===== config.mk =====
export PLATFORM = sky130hd
export DESIGN_NAME = crc_job_sequencer
export DESIGN_NICKNAME = d
export VERILOG_FILES = /design/src/rtl/crc_job_sequencer_pkg.sv /design/src/rtl/crc_job_sequencer_timer.sv /design/src/rtl/crc_job_sequencer.sv
export SDC_FILE = /design/constraint.sdc
export NUM_CORES = 1
export LEC_CHECK = 0
export CAP_MARGIN = 30
export CORE_MARGIN = 1.5
export CORE_UTILIZATION = 25
export CTS_CLUSTER_DIAMETER = 120
export DETAILED_ROUTE_END_ITERATION = 12
export SKIP_CTS_REPAIR_TIMING = 1
export SYNTH_ARGS = -nofsm -noshare
export SYNTH_HDL_FRONTEND = slang
export SYNTH_SLANG_ARGS = --single-unit

===== constraint.sdc =====
create_clock -name clk -period 1.85 [get_ports clk]
set_input_delay 0.2775 -clock clk [delete_from_list [all_inputs] [get_ports clk]]
set_output_delay 0.2775 -clock clk [all_outputs]
set_load 0.01 [all_outputs]

===== src/rtl/crc_job_sequencer_pkg.sv =====
// Shared types and defaults for the CRC job sequencer.
// Contents: sequencer state encoding, latched job configuration payload, default widths.
package crc_job_sequencer_pkg;

  localparam int unsigned DATA_W      = 32;
  localparam int unsigned LEN_W_DEF   = 16;
  localparam int unsigned TIMEOUT_DEF = 255;

  typedef enum logic [3:0] {
    ST_IDLE     = 4'd0,
    ST_CFG_POLY = 4'd1,
    ST_CFG_INIT = 4'd2,
    ST_RST      = 4'd3,
    ST_WAIT_RST = 4'd4,
    ST_FEED     = 4'd5,
    ST_DRAIN    = 4'd6,
    ST_DONE     = 4'd7,
    ST_ABORT    = 4'd8
  } seq_state_e;

  // Job configuration captured on an accepted start
  typedef struct packed {
    logic [DATA_W-1:0] poly;
    logic [DATA_W-1:0] init;
    logic [1:0]        poly_size;
    logic [1:0]        bus_size;
    logic [1:0]        rev_in;
    logic              rev_out;
  } crc_cfg_t;

endpackage


===== src/rtl/crc_job_sequencer_timer.sv =====
// Watchdog timer for the sequencer wait states.
// Ports: clk, rst_n (sync, active-low), clr (zero the count, wins over en),
//        en (count up, saturating at TIMEOUT), count (current value),
//        tc_c (combinational: count has reached TIMEOUT).
module crc_job_sequencer_timer #(
  parameter int unsigned TIMEOUT = 255,
  parameter int unsigned CNT_W   = $clog2(TIMEOUT + 1)
) (
  input  logic             clk,
  input  logic             rst_n,
  input  logic             clr,
  input  logic             en,
  output logic [CNT_W-1:0] count,
  output logic             tc_c
);

  assign tc_c = (count == CNT_W'(TIMEOUT));

  // Saturating up-counter; clear has priority
  always_ff @(posedge clk) begin
    if (!rst_n) begin
      count <= '0;
    end else if (clr) begin
      count <= '0;
    end else if (en && !tc_c) begin
      count <= count + CNT_W'(1);
    end
  end

endmodule


===== src/rtl/crc_job_sequencer.sv =====
// Runs one CRC job at a time through a crc_unit: programs poly/init, pulses
// reset_chain, streams job_len words from a valid/ready source, then waits
// for the result and returns it with done/err.
// Ports: clk, rst_n (sync, active-low); job_* request and configuration;
//        src_data/src_valid/src_ready stream; busy/done/err/result status;
//        crc_* outputs drive the crc_unit, crc_out/crc_buffer_full/
//        crc_read_wait/crc_reset_pending come back from it.
module crc_job_sequencer
  import crc_job_sequencer_pkg::*;
#(
  parameter int unsigned LEN_W   = LEN_W_DEF,
  parameter int unsigned TIMEOUT = TIMEOUT_DEF
) (
  input  logic              clk,
  input  logic              rst_n,
  input  logic              job_start,
  input  logic              job_abort,
  input  logic [DATA_W-1:0] job_poly,
  input  logic [DATA_W-1:0] job_init,
  input  logic [1:0]        job_poly_size,
  input  logic [1:0]        job_bus_size,
  input  logic [1:0]        job_rev_in,
  input  logic              job_rev_out,
  input  logic [LEN_W-1:0]  job_len,
  input  logic [DATA_W-1:0] src_data,
  input  logic              src_valid,
  output logic              src_ready,
  output logic              busy,
  output logic              done,
  output logic              err,
  output logic [DATA_W-1:0] result,
  output logic [DATA_W-1:0] crc_bus_wr,
  output logic [1:0]        crc_poly_size,
  output logic [1:0]        crc_bus_size,
  output logic [1:0]        crc_rev_in,
  output logic              crc_rev_out,
  output logic              crc_init_en,
  output logic              crc_poly_en,
  output logic              crc_idr_en,
  output logic              crc_buffer_write_en,
  output logic              crc_reset_chain,
  input  logic [DATA_W-1:0] crc_out,
  input  logic              crc_buffer_full,
  input  logic              crc_read_wait,
  input  logic              crc_reset_pending
);

  localparam int unsigned TMR_W = $clog2(TIMEOUT + 1);

  seq_state_e       state, next_state;
  crc_cfg_t         cfg_q;
  logic [LEN_W-1:0] remaining;
  logic [TMR_W-1:0] tmr_count;
  logic             tmr_tc;
  logic             tmr_clr, tmr_en;
  logic             err_set, res_cap, rem_dec;
  logic             active;

  assign crc_poly_size = cfg_q.poly_size;
  assign crc_bus_size  = cfg_q.bus_size;
  assign crc_rev_in    = cfg_q.rev_in;
  assign crc_rev_out   = cfg_q.rev_out;
  assign crc_idr_en    = 1'b0;

  // Abort is only meaningful while a job is still in flight
  assign active = (state != ST_IDLE) && (state != ST_DONE) && (state != ST_ABORT);

  crc_job_sequencer_timer #(
    .TIMEOUT (TIMEOUT),
    .CNT_W   (TMR_W)
  ) u_timer (
    .clk   (clk),
    .rst_n (rst_n),
    .clr   (tmr_clr),
    .en    (tmr_en),
    .count (tmr_count),
    .tc_c  (tmr_tc)
  );

  // State register
  always_ff @(posedge clk) begin
    if (!rst_n) state <= ST_IDLE;
    else        state <= next_state;
  end

  // Next state and crc_unit strobes
  always_comb begin
    next_state          = state;
    src_ready           = 1'b0;
    crc_bus_wr          = '0;
    crc_poly_en         = 1'b0;
    crc_init_en         = 1'b0;
    crc_reset_chain     = 1'b0;
    crc_buffer_write_en = 1'b0;
    tmr_clr             = 1'b0;
    tmr_en              = 1'b0;
    err_set             = 1'b0;
    res_cap             = 1'b0;
    rem_dec             = 1'b0;

    unique case (state)
      ST_IDLE: begin
        if (job_start) next_state = ST_CFG_POLY;
      end
      ST_CFG_POLY: begin
        crc_bus_wr  = cfg_q.poly;
        crc_poly_en = 1'b1;
        next_state  = ST_CFG_INIT;
      end
      ST_CFG_INIT: begin
        crc_bus_wr  = cfg_q.init;
        crc_init_en = 1'b1;
        next_state  = ST_RST;
      end
      ST_RST: begin
        crc_reset_chain = 1'b1;
        tmr_clr         = 1'b1;
        next_state      = ST_WAIT_RST;
      end
      ST_WAIT_RST: begin
        tmr_en = 1'b1;
        if (!crc_reset_pending) begin
          if (remaining == LEN_W'(0)) begin
            next_state = ST_DRAIN;
            tmr_clr    = 1'b1;
          end else begin
            next_state = ST_FEED;
          end
        end else if (tmr_tc) begin
          err_set    = 1'b1;
          next_state = ST_DONE;
        end
      end
      ST_FEED: begin
        src_ready = !crc_buffer_full && !job_abort;
        if (src_valid && src_ready) begin
          crc_buffer_write_en = 1'b1;
          crc_bus_wr          = src_data;
          rem_dec             = 1'b1;
          if (remaining == LEN_W'(1)) begin
            next_state = ST_DRAIN;
            tmr_clr    = 1'b1;
          end
        end
      end
      ST_DRAIN: begin
        tmr_en = 1'b1;
        // Count of zero marks the settle cycle after the last write
        if (tmr_count != TMR_W'(0)) begin
          if (!crc_read_wait) begin
            res_cap    = 1'b1;
            next_state = ST_DONE;
          end else if (tmr_tc) begin
            err_set    = 1'b1;
            next_state = ST_DONE;
          end
        end
      end
      ST_DONE: begin
        next_state = ST_IDLE;
      end
      ST_ABORT: begin
        crc_reset_chain = 1'b1;
        next_state      = ST_IDLE;
      end
      default: begin
        next_state = ST_IDLE;
      end
    endcase

    // Abort overrides everything else, including a write handshake
    if (active && job_abort) begin
      next_state          = ST_ABORT;
      src_ready           = 1'b0;
      crc_bus_wr          = '0;
      crc_poly_en         = 1'b0;
      crc_init_en         = 1'b0;
      crc_reset_chain     = 1'b0;
      crc_buffer_write_en = 1'b0;
      rem_dec             = 1'b0;
      res_cap             = 1'b0;
      err_set             = 1'b1;
    end

    // No strobe may escape during a reset cycle
    if (!rst_n) begin
      src_ready           = 1'b0;
      crc_bus_wr          = '0;
      crc_poly_en         = 1'b0;
      crc_init_en         = 1'b0;
      crc_reset_chain     = 1'b0;
      crc_buffer_write_en = 1'b0;
    end
  end

  // Job registers, word counter and status outputs
  always_ff @(posedge clk) begin
    if (!rst_n) begin
      cfg_q     <= '0;
      remaining <= '0;
      busy      <= 1'b0;
      done      <= 1'b0;
      err       <= 1'b0;
      result    <= '0;
    end else begin
      busy <= (next_state != ST_IDLE);
      done <= (next_state == ST_DONE) || (next_state == ST_ABORT);
      if (state == ST_IDLE && job_start) begin
        cfg_q <= '{poly:      job_poly,
                   init:      job_init,
                   poly_size: job_poly_size,
                   bus_size:  job_bus_size,
                   rev_in:    job_rev_in,
                   rev_out:   job_rev_out};
        remaining <= job_len;
        err       <= 1'b0;
      end else if (err_set) begin
        err <= 1'b1;
      end
      if (rem_dec) remaining <= remaining - LEN_W'(1);
      if (res_cap) result <= crc_out;
    end
  end

endmodule


==> flow_metrics.py, run 1 <==
metrics = {
    "status": {
        "outcome": "complete, but fails checks",
        "violations": "setup timing",
    },
    "timing": {
        "rsz0062_at_grt": "true",
        "fin_skew_ns": 0.008904,
        "timing.final.crit_period_ns": 2.517,
        "finalSetupTns_ns": -24.93,
        "fmax_mhz": 397.3,
        "relSlewSlack": 0.6547,
        "hold_viol_final": 0,
        "slew_viol_final": 0,
        "worst_pin_slew_ns": 0.5180,
        "fin_crit_sh": 1.361,
        "finalSetupViolations": 89,
        "layout_setup_ws_ns": -0.6670,
    },
    "finish": {
        "num-fill-cells": 2310,
        "multi_input_area_sq_mm": 0.003797,
        "seqCellArea_sq_mm": 0.002698,
        "synthToLayoutAreaGrowth_pct": 82.35,
        "drive_gt1_frac": 0.2599,
        "layout.nets": 1259,
        "fin_area_sq_mm": 0.01143,
    },
    "grt": {
        "met3_usage": 0.04340,
        "grtUsageMet2": 0.2813,
        "grt_pass1_wl_mm": 34.85,
        "groute.usage.overall": 0.1701,
        "grt_pass1_vias": 6525,
        "global_route.usage.met1": 0.2141,
        "grt_overflow_total": 0,
        "grt_max_degree": 130,
        "top_usage_layer": "met2",
        "antenna_found_initial": 1,
    },
    "routing": {
        "vias": 6848,
        "dr.pass1.iters": 5,
        "ant_nets": 0,
        "drc": 0,
        "wl_mm": 25.64,
        "first_iter_violations": 454,
        "post_drt_wl_per_cell_um": 17.89,
        "viasPerCell": 4.779,
    },
    "logic_synthesis": {
        "synth-compound-area-share": 0.2420,
        "synth_top_family_by_area": "simple AND/OR/NAND/NOR gates",
        "synthXorXnorAreaFrac": 0.01118,
        "synth.area.mux_share": 0.003395,
        "synth-edff-count": 0,
        "synth.avg_cell_area_sq_um": 8.064,
        "synthArstFlopShare": 0,
        "syn_inst": 777,
        "ys_warn_count": 0,
        "synth_fa_ha_area_frac": 0.01158,
        "synth_seq_cells": 134,
        "yosysUniqueCellTypes": 62,
        "syn-cell-area_sq_mm": 0.006266,
        "synthFlopType": "dfxtp_1",
        "yosys.area_share.simple": 0.2488,
        "ys_seq_area_frac": 0.4281,
        "syn_nets": 941,
    },
    "clock_tree": {
        "cts_buffers": 17,
        "clkLatencyLatePin_ns": 0.42,
        "path_clk_slew_ns": 0.06,
        "htree_levels": 4,
        "clockBufferDepth": 2,
        "cts_root_buf": "clkbuf_16",
        "clkSinkCount": 134,
        "cts_tree": "built",
    },
    "die": {
        "fp.coreArea_sq_mm": 0.02446,
        "die_w_um": 161.3,
        "rows": 57,
        "start_util": 0.2562,
        "io_pins": 239,
        "fp.dieH_um": 161.3,
        "dieArea_sq_mm": 0.02602,
    },
    "setup_path": {
        "start_kind": "register",
        "cp_data_arrival_time_ns": 2.24,
        "criticalPathCategory": "register to output port",
        "path_max_fanout": 7,
        "required_ns": 1.57,
        "cp-end-kind": "output port",
    },
    "place": {
        "dp_slack_ns": -0.7863,
        "portBuffers": 237,
        "gp_congestion": 0.8123,
        "hpwl_mm": 15.97,
        "placed_cell_area_sq_mm": 0.009802,
    },
    "pwr": {
        "power.density_mw_per_mm2": 791.9,
        "ir_drop_mv": 0.4968,
        "p_total_uw": 9048,
        "p_leak_uw": 0.004271,
    },
    "min_path": {
        "hold_path_class": "input port to register",
    },
    "flow_run": {
        "drv_cap": 0,
    },
}
## worst paths after layout
| kind | end | slack [ns] | from | cells past startpoint |
|---|---|---|---|---|
| worst max-delay path | crc_bus_wr[19] | -0.67 | state[1] | 9 |
| worst max register to register | remaining[14] | -0.22 | remaining[9] | 5 |
| worst min-delay path | crc_bus_size[1] | 0.40 | job_bus_size[1] | 3 |
| worst min register to register | result[9] | 0.44 | result[9] | 2 |
## per-stage QoR
step	instances	hold slack (ns)	utilization
after floorplan	777	0.4167	-
after global placement	1350	0.4359	0.4007
after detailed placement	1350	0.4406	0.4007
after CTS	1382	0.3787	0.4258
after global routing	1433	0.3926	0.4671
final	1433	0.4042	0.4671
## cell families after synthesis
kind of cell    Yosys count
compound gates          192
xor+xnor                  8
fa+ha+maj                 6
buf+inv                  80
flops                   134
mux                       2
other cells               1
simple gates            354
## per-layer routing
layer / part of all wire / vias to the layer above
li1: - / 3348
met1: 0.44 / 3220
met2: 0.48 / 246
met3: 0.057 / 34
met4: 0.023 / 0
met5: 0 / -
## final cells by class
type                            count  area share
Clock inverter                     12     0.01456
Tap cell                          324     0.03548
Inverter                           11    0.003614
Timing Repair Buffer              366      0.3386
Antenna cell                        1   0.0002190
Clock buffer                       20     0.03909
Sequential cell                   134      0.2361
Multi-Input combinational cell    565      0.3323
## report_power, final
part | internal (uW) | total (uW) | switching (uW)
clock | 2180 | 3570 | 1390
combinational | 1220 | 2260 | 1040
sequential | 3080 | 3210 | 133
total | 6490 | 9050 | 2560
## state kept, by name (all words and copies together) (netlist names)
register / cells
remaining: 16
cfg_q: 64
crc_poly_size: 2
busy: 1
state: 4
crc_rev_in: 2
crc_rev_out: 1
crc_bus_size: 2
result: 32
done: 1
u_timer.count: 8
err: 1
## critical path: stages (launching register included)
cell and delay [ns]:
dfxtp_2 0.34, buf_6 0.13, o311a_4 0.31, nand2b_4 0.15, or2_4 0.29, buf_6 0.15, buf_12 0.14, buf_4 0.14
nor2_4 0.08, buf_6 0.10
## cell usage after synthesis, types with 3 or more instances
cell type / instances / area share
o211ai_1: 4 / 0.0048
o21a_1: 3 / 0.0036
nand4_1: 4 / 0.0040
buf_2: 11 / 0.0088
or2_2: 3 / 0.0030
or3_1: 3 / 0.0030
o21ai_0: 9 / 0.0072
nand2_1: 228 / 0.14
a21oi_1: 12 / 0.0096
a222oi_1: 32 / 0.051
nor4_1: 7 / 0.0070
dfxtp_1: 134 / 0.43
clkbuf_1: 49 / 0.029
buf_4: 7 / 0.0084
nand2b_1: 3 / 0.0030
o311a_1: 3 / 0.0048
a21boi_0: 103 / 0.12
xnor2_1: 6 / 0.0084
inv_1: 11 / 0.0066
and3_1: 6 / 0.0060
nand3_1: 5 / 0.0040
a21boi_1: 4 / 0.0048
o311ai_0: 4 / 0.0056
and2_1: 6 / 0.0060
a311oi_1: 3 / 0.0042
nor2b_1: 3 / 0.0030
nor2_1: 54 / 0.032
ha_1: 5 / 0.010
nor3b_1: 3 / 0.0036
nor3_1: 12 / 0.0096
## layout by cell type (no fill, tap or decap), types with 3 or more instances in the layout
cell type        count
o21a_1               3
dfxtp_1            126
and2_1               5
nand3_1              3
a21boi_1            90
nor2_1              20
nand3_4              3
clkbuf_2             3
dlymetal6s2s_1       3
a21oi_1             11
clkdlybuf4s50_1    199
buf_4               80
a21boi_0            15
nor3b_1              3
bufinv_16            3
buf_12              16
and3_1               4
o21ai_0              6
clkbuf_16           31
a311oi_1             3
nand2b_4             3
inv_1                7
o21ai_1              3
nor4_1               5
buf_2                4
inv_6                5
nand4_1              4
and3_4               3
nor2_4              32
buf_6               46
o211ai_1             4
o311ai_1             3
xnor2_1              6
a222oi_1            32
dfxtp_2              6
inv_2                4
nor3_1               8
nand2_1            227
nor4_4               3
No activity file was read; power rests on OpenSTA's default activity.
==> run 2, diff against run 1 <==
- CORE_UTILIZATION: 25 -> 40
- PLACE_DENSITY_LB_ADDON: not set -> 0.25
==> flow_metrics.py, run 2 (same netlist as run 1, synthesis figures left out) <==
metrics = {
    "pwr": {
        "p_clk_frac": 0.391,
        "intPower_uw": 6235,
        "power.density_mw_per_mm2": 751.0,
        "p_total_uw": 8705,
        "pwr-share-comb": 0.240,
        "p_switching_uw": 2471,
        "p_leak_uw": 0.004239,
        "ir_drop_mv": 0.7113,
        "p_seq_frac": 0.369,
        "swShare": 0.2838,
    },
    "finish": {
        "layout.nets": 1276,
        "stdcell_count": 1336,
        "largest_reg_flops": 64,
        "final_common_cell": "clkdlybuf4s50_1",
        "seqCellArea_sq_mm": 0.002704,
        "num-fill-cells": 1047,
        "top_regs": "cfg_q x64, result x32, remaining x16",
        "diodes": 0,
        "final_util": 0.7597,
        "multi_input_area_sq_mm": 0.004106,
        "synthToLayoutAreaGrowth_pct": 85.00,
        "drive_gt1_frac": 0.3324,
        "regMostFlops": "cfg_q",
        "final_cell_mix": "clkdlybuf4s50_1 (198), nand2_1 (195), dfxtp_1 (125), buf_4 (102), a21boi_0 (66)",
        "fin_area_sq_mm": 0.01159,
    },
    "setup_path": {
        "r2r-end": "remaining[14]",
        "crit_end": "crc_bus_wr[10]",
        "cp_data_arrival_time_ns": 2.19,
        "reg2reg_slack_ns": -0.21,
        "path_max_fanout": 6,
        "cp-startpoint": "state[1]",
        "required_ns": 1.57,
        "cp_cell_sequence": "buf_6, o311a_4, nand2b_4, or2_4, buf_4, buf_12, nor2_4, clkbuf_2",
        "timing.rr.start": "remaining[7]",
        "critPathMaxStageDelay_ns": 0.36,
        "worst_path_max_delay_cell": "dfxtp_4",
        "start_kind": "register",
        "criticalPathCategory": "register to output port",
        "rr_worst_depth": 5,
        "cp-end-kind": "output port",
    },
    "timing": {
        "fin_skew_ns": 0.007797,
        "slew_viol_final": 0,
        "finalSetupViolations": 85,
        "layout_setup_ws_ns": -0.6145,
        "fmax_mhz": 405.8,
        "worst_pin_slew_ns": 0.5152,
        "finalSetupTns_ns": -25.81,
        "hold_viol_final": 0,
        "relSlewSlack": 0.6565,
        "timing.final.crit_period_ns": 2.464,
        "rsz0062_at_grt": "true",
        "fin_crit_sh": 1.332,
    },
    "status": {
        "outcome": "complete, but fails checks",
        "violations": "setup timing",
    },
    "grt": {
        "groute.usage.overall": 0.2483,
        "grt_pass1_vias": 6570,
        "antenna_found_initial": 0,
        "grt_pass1_wl_mm": 32.36,
        "grt_max_degree": 130,
        "grt_overflow_total": 0,
    },
    "clock_tree": {
        "htree_levels": 4,
        "cts_root_buf": "clkbuf_16",
        "clkSinkCount": 134,
        "clkLatencyLatePin_ns": 0.42,
        "cts_tree": "built",
        "cts_buffers": 17,
        "path_clk_slew_ns": 0.06,
        "clockBufferDepth": 2,
    },
    "routing": {
        "dr.pass1.iters": 5,
        "post_drt_wl_per_cell_um": 18.26,
        "wl_mm": 24.40,
        "first_iter_violations": 662,
        "vias": 7150,
        "ant_nets": 0,
        "viasPerCell": 5.352,
        "drc": 0,
    },
    "place": {
        "portBuffers": 237,
        "post-place-cells": 1273,
        "gp_congestion": 0.8607,
        "hpwl_mm": 14.52,
        "placed_cell_area_sq_mm": 0.009965,
    },
    "die": {
        "fp.coreArea_sq_mm": 0.01526,
        "die_w_um": 128.2,
        "dieArea_sq_mm": 0.01643,
        "rows": 45,
        "start_util": 0.4107,
        "io_pins": 239,
        "fp.dieH_um": 128.2,
    },
    "min_path": {
        "hold_path_class": "input port to register",
    },
    "flow_run": {
        "drv_cap": 0,
    },
}
[run 2: cell types whose count changed in the layout (fill, tap and decap cells not counted), moves of 19 or more]
cell / change
a21boi_1: -70
a21boi_0: +51
nand2_1: -32
buf_4: +22
nand2_4: +22
a21boi_2: +19
[run 2: cell type report]
class / instances / area share
flip-flops and latches: 134 / 0.2332
repair buffers: 385 / 0.3350
clock inverters: 12 / 0.01263
well taps: 211 / 0.02277
clock buffers: 20 / 0.03853
inverters: 11 / 0.003562
multi-input cells: 563 / 0.3542
[run 2: worst min path at each step]
| stage | start | endpoint | slack [ns] | cells after the start |
|---|---|---|---|---|
| after detailed placement | result[19] | result[19] | 0.44 | 2 |
| after CTS | crc_out[6] | result[6] | 0.39 | 3 |
| after floorplan | crc_out[11] | result[11] | 0.42 | 2 |
| after global placement | result[15] | result[15] | 0.44 | 2 |
| after global routing | crc_out[2] | result[2] | 0.41 | 3 |
| final | crc_out[1] | result[1] | 0.41 | 3 |
[run 2: routing by layer]
layer | vias up | wire [um] | track usage
li1 | 3384 | - | -
met1 | 3443 | 9809 | 0.3068
met2 | 289 | 12290 | 0.4108
met3 | 34 | 1889 | 0.07596
met4 | 0 | 405 | 0.08526
met5 | - | 0 | 0
[run 2: power groups by stage]
| stage | Combinational, uW | Sequential [uW] | Clock, uW |
|---|---|---|---|
| after floorplan | 870 | 3230 | 0 |
| after CTS | 1800 | 3200 | 3450 |
| after global placement | 1760 | 3260 | 0 |
| after global routing | 2230 | 3230 | 3570 |
| final | 2090 | 3210 | 3410 |
| after detailed placement | 1780 | 3260 | 0 |
[run 2: per-stage QoR]
stage          hold slack (ns)  setup WS (ns)
2_1_floorplan           0.4167       -0.08757
3_3_place_gp            0.4357        -0.7955
3_5_place_dp            0.4410        -0.8168
4_1_cts                 0.3901         -1.048
5_1_grt                 0.4100        -0.7025
6_report                0.4051        -0.6145
[run 2: critical path, delay by kind of cell, from the launching register on]
family,cells,cell delay (ns)
DFF,1,0.36
buffers and inverters,4,0.54
and+or+nand+nor,3,0.56
AOI/OAI and AO/OA,1,0.31
